`src/rtl/fetch_stage_pkg.sv`:
```
// Shared definitions for the instruction-fetch stage.
//   - Opcode encodings the fetch redirect logic cares about
//   - PC_mux select encodings driven by the control unit
//   - Bubble instruction encoding
//   - Fetch state enumeration
//   - Sign-extension helpers for branch/call offsets
package fetch_stage_pkg;

    localparam logic [3:0] OP_B    = 4'b1100;
    localparam logic [3:0] OP_CALL = 4'b1101;
    localparam logic [3:0] OP_RET  = 4'b1110;

    localparam logic [1:0] PC_SEQ  = 2'b01;
    localparam logic [1:0] PC_BR   = 2'b10;
    localparam logic [1:0] PC_CALL = 2'b00;

    localparam logic [15:0] NOP_INSTR = 16'hF000;

    typedef enum logic [1:0] {
        FS_RUN         = 2'd0,
        FS_MISS        = 2'd1,
        FS_MISS_SQUASH = 2'd2
    } fetch_state_e;

    function automatic logic [15:0] sext9(input logic [8:0] v);
        return {{7{v[8]}}, v};
    endfunction

    function automatic logic [15:0] sext12(input logic [11:0] v);
        return {{4{v[11]}}, v};
    endfunction

endpackage

```
`src/rtl/fetch_stage_next_pc_calc.sv`:
```
// Combinational next-PC helper for the fetch stage.
// Ports:
//   ifid, ifid_pc, ifid_valid : instruction currently in IFID and its PC+1
//   stall_IFID, PC_mux, b_true : control-unit redirect qualifiers
//   ret_redirect, ret_target   : return redirect from MEM
//   pc                         : current fetch PC
//   brc                        : branch/call redirect taken this cycle
//   redirect                   : any redirect (return or branch/call)
//   redirect_target            : target of the highest-priority redirect
//   seq_pc                     : pc + 1
module next_pc_calc
    import fetch_stage_pkg::*;
(
    input  logic [15:0] ifid,
    input  logic [15:0] ifid_pc,
    input  logic        ifid_valid,
    input  logic        stall_IFID,
    input  logic [1:0]  PC_mux,
    input  logic        b_true,
    input  logic        ret_redirect,
    input  logic [15:0] ret_target,
    input  logic [15:0] pc,
    output logic        brc,
    output logic        redirect,
    output logic [15:0] redirect_target,
    output logic [15:0] seq_pc
);

    logic [15:0] br_target;
    logic [15:0] call_target;

    assign br_target   = ifid_pc + sext9(ifid[8:0]);
    assign call_target = ifid_pc + sext12(ifid[11:0]);
    assign seq_pc      = pc + 16'd1;

    assign brc = ifid_valid && !stall_IFID &&
                 (((PC_mux == PC_BR) && b_true) || (PC_mux == PC_CALL));

    assign redirect = ret_redirect || brc;

    // Return redirect outranks a branch/call on the IFID instruction.
    always_comb begin
        redirect_target = call_target;
        if (ret_redirect) begin
            redirect_target = ret_target;
        end else if (PC_mux == PC_BR) begin
            redirect_target = br_target;
        end
    end

endmodule

```
`src/rtl/fetch_stage.sv`:
```
// Instruction-fetch stage: owns the PC, issues icache requests, loads IFID.
// Ports:
//   clk, rst           : clock, synchronous active-high reset
//   stall_IFID         : decode stall, freezes PC and IFID
//   PC_mux, b_true     : next-PC select from control (01 seq, 10 branch, 00 call)
//   ret_redirect       : RET in MEM, ret_target valid
//   ret_target         : return address
//   icache_rdy         : icache hit / fill complete
//   icache_instr       : instruction word at icache_addr
//   icache_req         : fetch request (high whenever out of reset)
//   icache_addr        : fetch address
//   IFID, IFID_PC      : instruction register and its PC+1
//   IFID_valid         : IFID holds a real instruction
//   no_op_icache       : fetch is waiting on a miss
//   fetch_count        : instructions loaded into IFID (wraps)
module fetch_stage #(
    parameter logic [15:0] RESET_PC  = 16'h0000,
    parameter logic [15:0] NOP_INSTR = 16'hF000
) (
    input  logic        clk,
    input  logic        rst,
    input  logic        stall_IFID,
    input  logic [1:0]  PC_mux,
    input  logic        b_true,
    input  logic        ret_redirect,
    input  logic [15:0] ret_target,
    input  logic        icache_rdy,
    input  logic [15:0] icache_instr,
    output logic        icache_req,
    output logic [15:0] icache_addr,
    output logic [15:0] IFID,
    output logic [15:0] IFID_PC,
    output logic        IFID_valid,
    output logic        no_op_icache,
    output logic [15:0] fetch_count
);
    import fetch_stage_pkg::*;

    fetch_state_e state, state_n;
    logic [15:0]  pc, pc_n;
    logic [15:0]  saved_target, saved_target_n;
    logic [15:0]  miss_addr, miss_addr_n;
    logic [15:0]  ifid_n, ifid_pc_n, fetch_count_n;
    logic         ifid_valid_n;

    logic         brc;
    logic         redirect;
    logic [15:0]  redirect_target;
    logic [15:0]  seq_pc;

    next_pc_calc u_next_pc (
        .ifid            (IFID),
        .ifid_pc         (IFID_PC),
        .ifid_valid      (IFID_valid),
        .stall_IFID      (stall_IFID),
        .PC_mux          (PC_mux),
        .b_true          (b_true),
        .ret_redirect    (ret_redirect),
        .ret_target      (ret_target),
        .pc              (pc),
        .brc             (brc),
        .redirect        (redirect),
        .redirect_target (redirect_target),
        .seq_pc          (seq_pc)
    );

    assign icache_req   = !rst;
    // While squashing, the icache is still filling the abandoned address.
    assign icache_addr  = (state == FS_MISS_SQUASH) ? miss_addr : pc;
    assign no_op_icache = (state != FS_RUN);

    always_comb begin
        state_n        = state;
        pc_n           = pc;
        saved_target_n = saved_target;
        miss_addr_n    = miss_addr;
        ifid_n         = IFID;
        ifid_pc_n      = IFID_PC;
        ifid_valid_n   = IFID_valid;
        fetch_count_n  = fetch_count;

        unique case (state)
            // IFID is always a bubble in MISS, so brc cannot fire there and
            // RUN and MISS share one priority chain.
            FS_RUN, FS_MISS: begin
                if (redirect) begin
                    pc_n         = redirect_target;
                    ifid_n       = NOP_INSTR;
                    ifid_valid_n = 1'b0;
                    if (!icache_rdy) begin
                        state_n        = FS_MISS_SQUASH;
                        saved_target_n = redirect_target;
                        miss_addr_n    = pc;
                    end else begin
                        state_n = FS_RUN;
                    end
                end else if (stall_IFID) begin
                    state_n = state;
                end else if (icache_rdy) begin
                    ifid_n        = icache_instr;
                    ifid_pc_n     = seq_pc;
                    ifid_valid_n  = 1'b1;
                    pc_n          = seq_pc;
                    fetch_count_n = fetch_count + 16'd1;
                    state_n       = FS_RUN;
                end else begin
                    ifid_n       = NOP_INSTR;
                    ifid_valid_n = 1'b0;
                    state_n      = FS_MISS;
                end
            end
            FS_MISS_SQUASH: begin
                if (ret_redirect) begin
                    saved_target_n = ret_target;
                end
                if (icache_rdy) begin
                    pc_n    = ret_redirect ? ret_target : saved_target;
                    state_n = FS_RUN;
                end
            end
            default: begin
                state_n = FS_RUN;
            end
        endcase
    end

    always_ff @(posedge clk) begin
        if (rst) begin
            state        <= FS_RUN;
            pc           <= RESET_PC;
            saved_target <= '0;
            miss_addr    <= '0;
            IFID         <= NOP_INSTR;
            IFID_PC      <= '0;
            IFID_valid   <= 1'b0;
            fetch_count  <= '0;
        end else begin
            state        <= state_n;
            pc           <= pc_n;
            saved_target <= saved_target_n;
            miss_addr    <= miss_addr_n;
            IFID         <= ifid_n;
            IFID_PC      <= ifid_pc_n;
            IFID_valid   <= ifid_valid_n;
            fetch_count  <= fetch_count_n;
        end
    end

endmodule

```
`config.mk`:
```
export PLATFORM = sky130hd
export DESIGN_NAME = fetch_stage
export DESIGN_NICKNAME = d
export VERILOG_FILES = /design/src/rtl/fetch_stage_pkg.sv /design/src/rtl/fetch_stage_next_pc_calc.sv /design/src/rtl/fetch_stage.sv
export SDC_FILE = /design/constraint.sdc
export NUM_CORES = 1
export LEC_CHECK = 0
export BUFFER_PORTS_ARGS = -buffer_cell sky130_fd_sc_hd__buf_2
export CORE_ASPECT_RATIO = 0.8
export CORE_UTILIZATION = 40
export DETAILED_ROUTE_END_ITERATION = 12
export PLACE_DENSITY = 0.71
export SETUP_SLACK_MARGIN = 0.02
export SYNTH_ARGS = -nofsm -noshare
export SYNTH_HDL_FRONTEND = slang
export SYNTH_SLANG_ARGS = --single-unit
```
`constraint.sdc`:
```
create_clock -name clk -period 5.6 [get_ports clk]
set_input_delay 0.84 -clock clk [delete_from_list [all_inputs] [get_ports clk]]
set_output_delay 0.84 -clock clk [all_outputs]
set_load 0.005 [all_outputs]
```
==> results by group <==
Synth
  • Yosys reg bits: slightly below 100
  • Post-synth EDFFs: 0
  • Fraction of registers with async set/reset: 0
  • Syn Area/Cell: roughly 7.6 um2
  • Main synth FF type: dfxtp_1
  • Syn. warnings: 0
  • Dominant cells by area after synthesis: dfxtp_1 35%, nand2_1 9.1%, nor2_1 7.0%
  • Cells after synthesis: around 740
  • Post-Synthesis Net Count: ~800
  • Largest area contributor in the netlist: dfxtp_1
  • Distinct cells, synth: between 60 and 70
  • Synthesized cell area: 5603 um2
  • Synth top area share: 0.3537
  • Sequential share of the synthesized area: 0.3537

Placement
  • IO Port Bufs: approximately 110
  • Routability-driven placement congestion ratio: 0.9036
  • DPL Wire Length: around 11000 um
  • Total placed cells including tap cells: just under 1000
  • Setup slack at placement: 2.156 ns

Setup path
  • CP Class: in2reg
  • Critical Path Fanout Max: 36
  • Worst path cell trace: buf_2, nor2b_1, or2_0, a21oi_1, nand2_1, a211oi_1, a211oi_1
  • CP arrival: ~3.4 ns
  • Worst Path Required: approximately 5.8 ns
  • CP startpoint kind: input port
  • Worst Setup End Kind: flip-flop
  • CP dominant cell by count: a211oi_1
  • CP max stage cell: a21oi_1
  • Max incr delay on CP: 0.69 ns

Hold path
  • Type of the worst min-delay path: reg2reg

Timing
  • Fmax: between 300 and 400 MHz
  • Final setup margin: ~2.4 ns
  • Unrepaired setup endpoints after global routing: no
  • Worst Tran Pin Value: about 1.2 ns
  • TNS Setup: 0 ns
  • Count of pins over their slew limit: 0
  • Slew headroom: 0.1929
  • Clock period minus worst slack: between 3 and 4 ns
  • Final setup vio count: 0
  • Period Utilization, post-route: 0.5764
  • Fin. Hold Viols: 0
  • Clk_skew: about 0.010 ns

Cells and area
  • Finished Layout Cells: around 1000
  • Antenna diodes: 0
  • P&R area growth vs syn: 16.10%
  • Area of the multi-input gates: between 3000 and 4000 um2
  • Layout cells sized above 1: 0.1766
  • Post-layout nets: 877
  • Sequential Area: 1982 um2
  • Fill cells: 1408

Status
  • Outcome: finished, final reports clean

Floorplanning
  • Initial core utilization: 0.4120
  • Die Span Y: approximately 110 um
  • Core ar.: around 14000 um2
  • Die Footprint: ~14000 um2
  • Rows: 38
  • Io pins: between 100 and 150
  • Die width: 134.3 um

CTS
  • CTS tree: done
  • CTS sink cnt: 99
  • Cts repair resizes: 0
  • Clk_lat worst skew: between 0.3 and 0.4 ns
  • CTS Buffer Depth: 2
  • CTS Buf Count: 9
  • Post-CTS Setup Inserts: 0
  • CTS root buf: clkbuf_16
  • H-tree depth: 3
  • Cts hold-fix bufs: 0
  • Clock Pin Slew Worst Setup and Hold Paths: 0.07 ns

Power
  • P per Cell Area: between 200 and 300 nW/um2
  • Worst IR Drop VDD: between 0.00015 and 0.0002 V
  • Pwr Total: 1.703 mW
  • Static leakage: between 2 and 3 nW

Job
  • Max Cap Viol: 0

Global route
  • Initial antenna violation count: 0
  • GRT Resource Usage Total: 0.2259
  • Gr ovfl total: 0
  • Vias in the first global route: 4960
  • First-pass GRT wire length: between 20000 and 30000 um
  • Largest net degree at the start of global routing: 94

Routing
  • DRC viols: 0
  • Vias/cell: between 5 and 6
  • Total wire length: around 16000 um
  • Antenna-violating nets left: 0
  • Router iterations before antenna repair: 5
  • Vias: around 5600
  • Drt wl/cell: around 16 um
  • Starting DRT DRC Count: 464
[layer usage]
metal,track usage,wire length [um],share of wire,vias up
met1,0.3128,7477,0.46,2568
met4,0.05859,204,0.013,0
met2,0.3568,7132,0.44,239
met5,0,0,0,-
li1,-,-,-,2751
met3,0.04426,1294,0.080,16
[through the flow]
stage	cell area, um2	utilization	hold slack [ns]
floorplan	5603	-	0.4366
global route	6505	0.4784	0.4730
global placement	6215	0.4570	0.4456
CTS	6505	0.4784	0.4574
finish	6505	0.4784	0.4555
detailed placement	6215	0.4570	0.4477
[state kept, by name, indices dropped and copies added, names as in the netlist]
register / count
IFID: 16
IFID_PC: 16
IFID_valid: 1
fetch_count: 16
miss_addr: 16
pc: 16
saved_target: 16
state: 2
[Yosys cell counts, types with 5 or more instances]
library cell and instances:
a21oi_1 62, a2111oi_0 6, mux2i_1 13, nor2b_1 6, nor2_1 105, o22ai_1 5, o211ai_1 8, xor2_1 18
nand3_1 16, a22oi_1 14, nand2_1 136, nor3_1 14, a211oi_1 26, clkbuf_1 27, dfxtp_1 99, ha_1 20
a21o_1 5, xnor2_1 21, o21ai_0 31, buf_2 10, and3_1 8, nand4_1 11, inv_1 9
[report_power, final]
part	internal [mW]	leakage, nW	switching [mW]	total, mW
clock network	0.323	0.146	0.301	0.624
logic	0.112	1.82	0.183	0.295
registers	0.742	0.808	0.0421	0.784
total	1.18	2.77	0.526	1.70
[area by class of cell]
cell class,instances,share of cell area
multi-input cells,585,0.5224
flip-flops and latches,99,0.3047
repair buffers,112,0.08848
clock buffers,10,0.03674
well taps,180,0.03462
clock inverters,6,0.007886
inverters,9,0.005193
[worst paths after layout]
path / start / endpoint / slack (ns) / cells after the start
max: ret_redirect / pc[14] / 2.37 / 7
min: miss_addr[9] / miss_addr[9] / 0.46 / 2
min reg2reg: miss_addr[9] / miss_addr[9] / 0.46 / 2
max reg2reg: IFID[0] / pc[12] / 2.73 / 9
[cell usage in the layout (no fill, tap or decap), types with 6 or more instances in the layout]
master | synthesis | routed
nand2_1 | 136 | 136
o21ai_0 | 31 | 31
mux2i_1 | 13 | 13
buf_4 | 3 | 6
a21oi_1 | 62 | 62
nand4_1 | 11 | 11
inv_1 | 9 | 9
ha_1 | 20 | 20
dfxtp_1 | 99 | 99
o211ai_1 | 8 | 8
nor3_1 | 14 | 14
a211oi_1 | 26 | 26
buf_2 | 10 | 106
clkbuf_16 | 0 | 9
a2111oi_0 | 6 | 6
and3_1 | 8 | 8
nor2_1 | 105 | 105
a22oi_1 | 14 | 14
xnor2_1 | 21 | 21
nand3_1 | 16 | 16
xor2_1 | 18 | 18
[worst max-delay path, delay by kind of cell]
family / cells / cell delay [ns]
buffers and inverters: 1 / 0.58
and+or+nand+nor: 3 / 0.94
AOI/OAI and AO/OA: 3 / 1.02
[cells by family (layout without fill, tap and decap cells)]
| group | Yosys count | in the layout | share of synthesized area |
|---|---|---|---|
| fa+ha+maj | 21 | 21 | 0.04824 |
| mux | 13 | 13 | 0.02322 |
| buf+inv | 53 | 137 | 0.04020 |
| xor+xnor | 39 | 39 | 0.06097 |
| compound gates | 188 | 188 | 0.2186 |
| flops | 99 | 99 | 0.3537 |
| simple gates | 324 | 324 | 0.2550 |
Power figures use the tool's default switching activity.
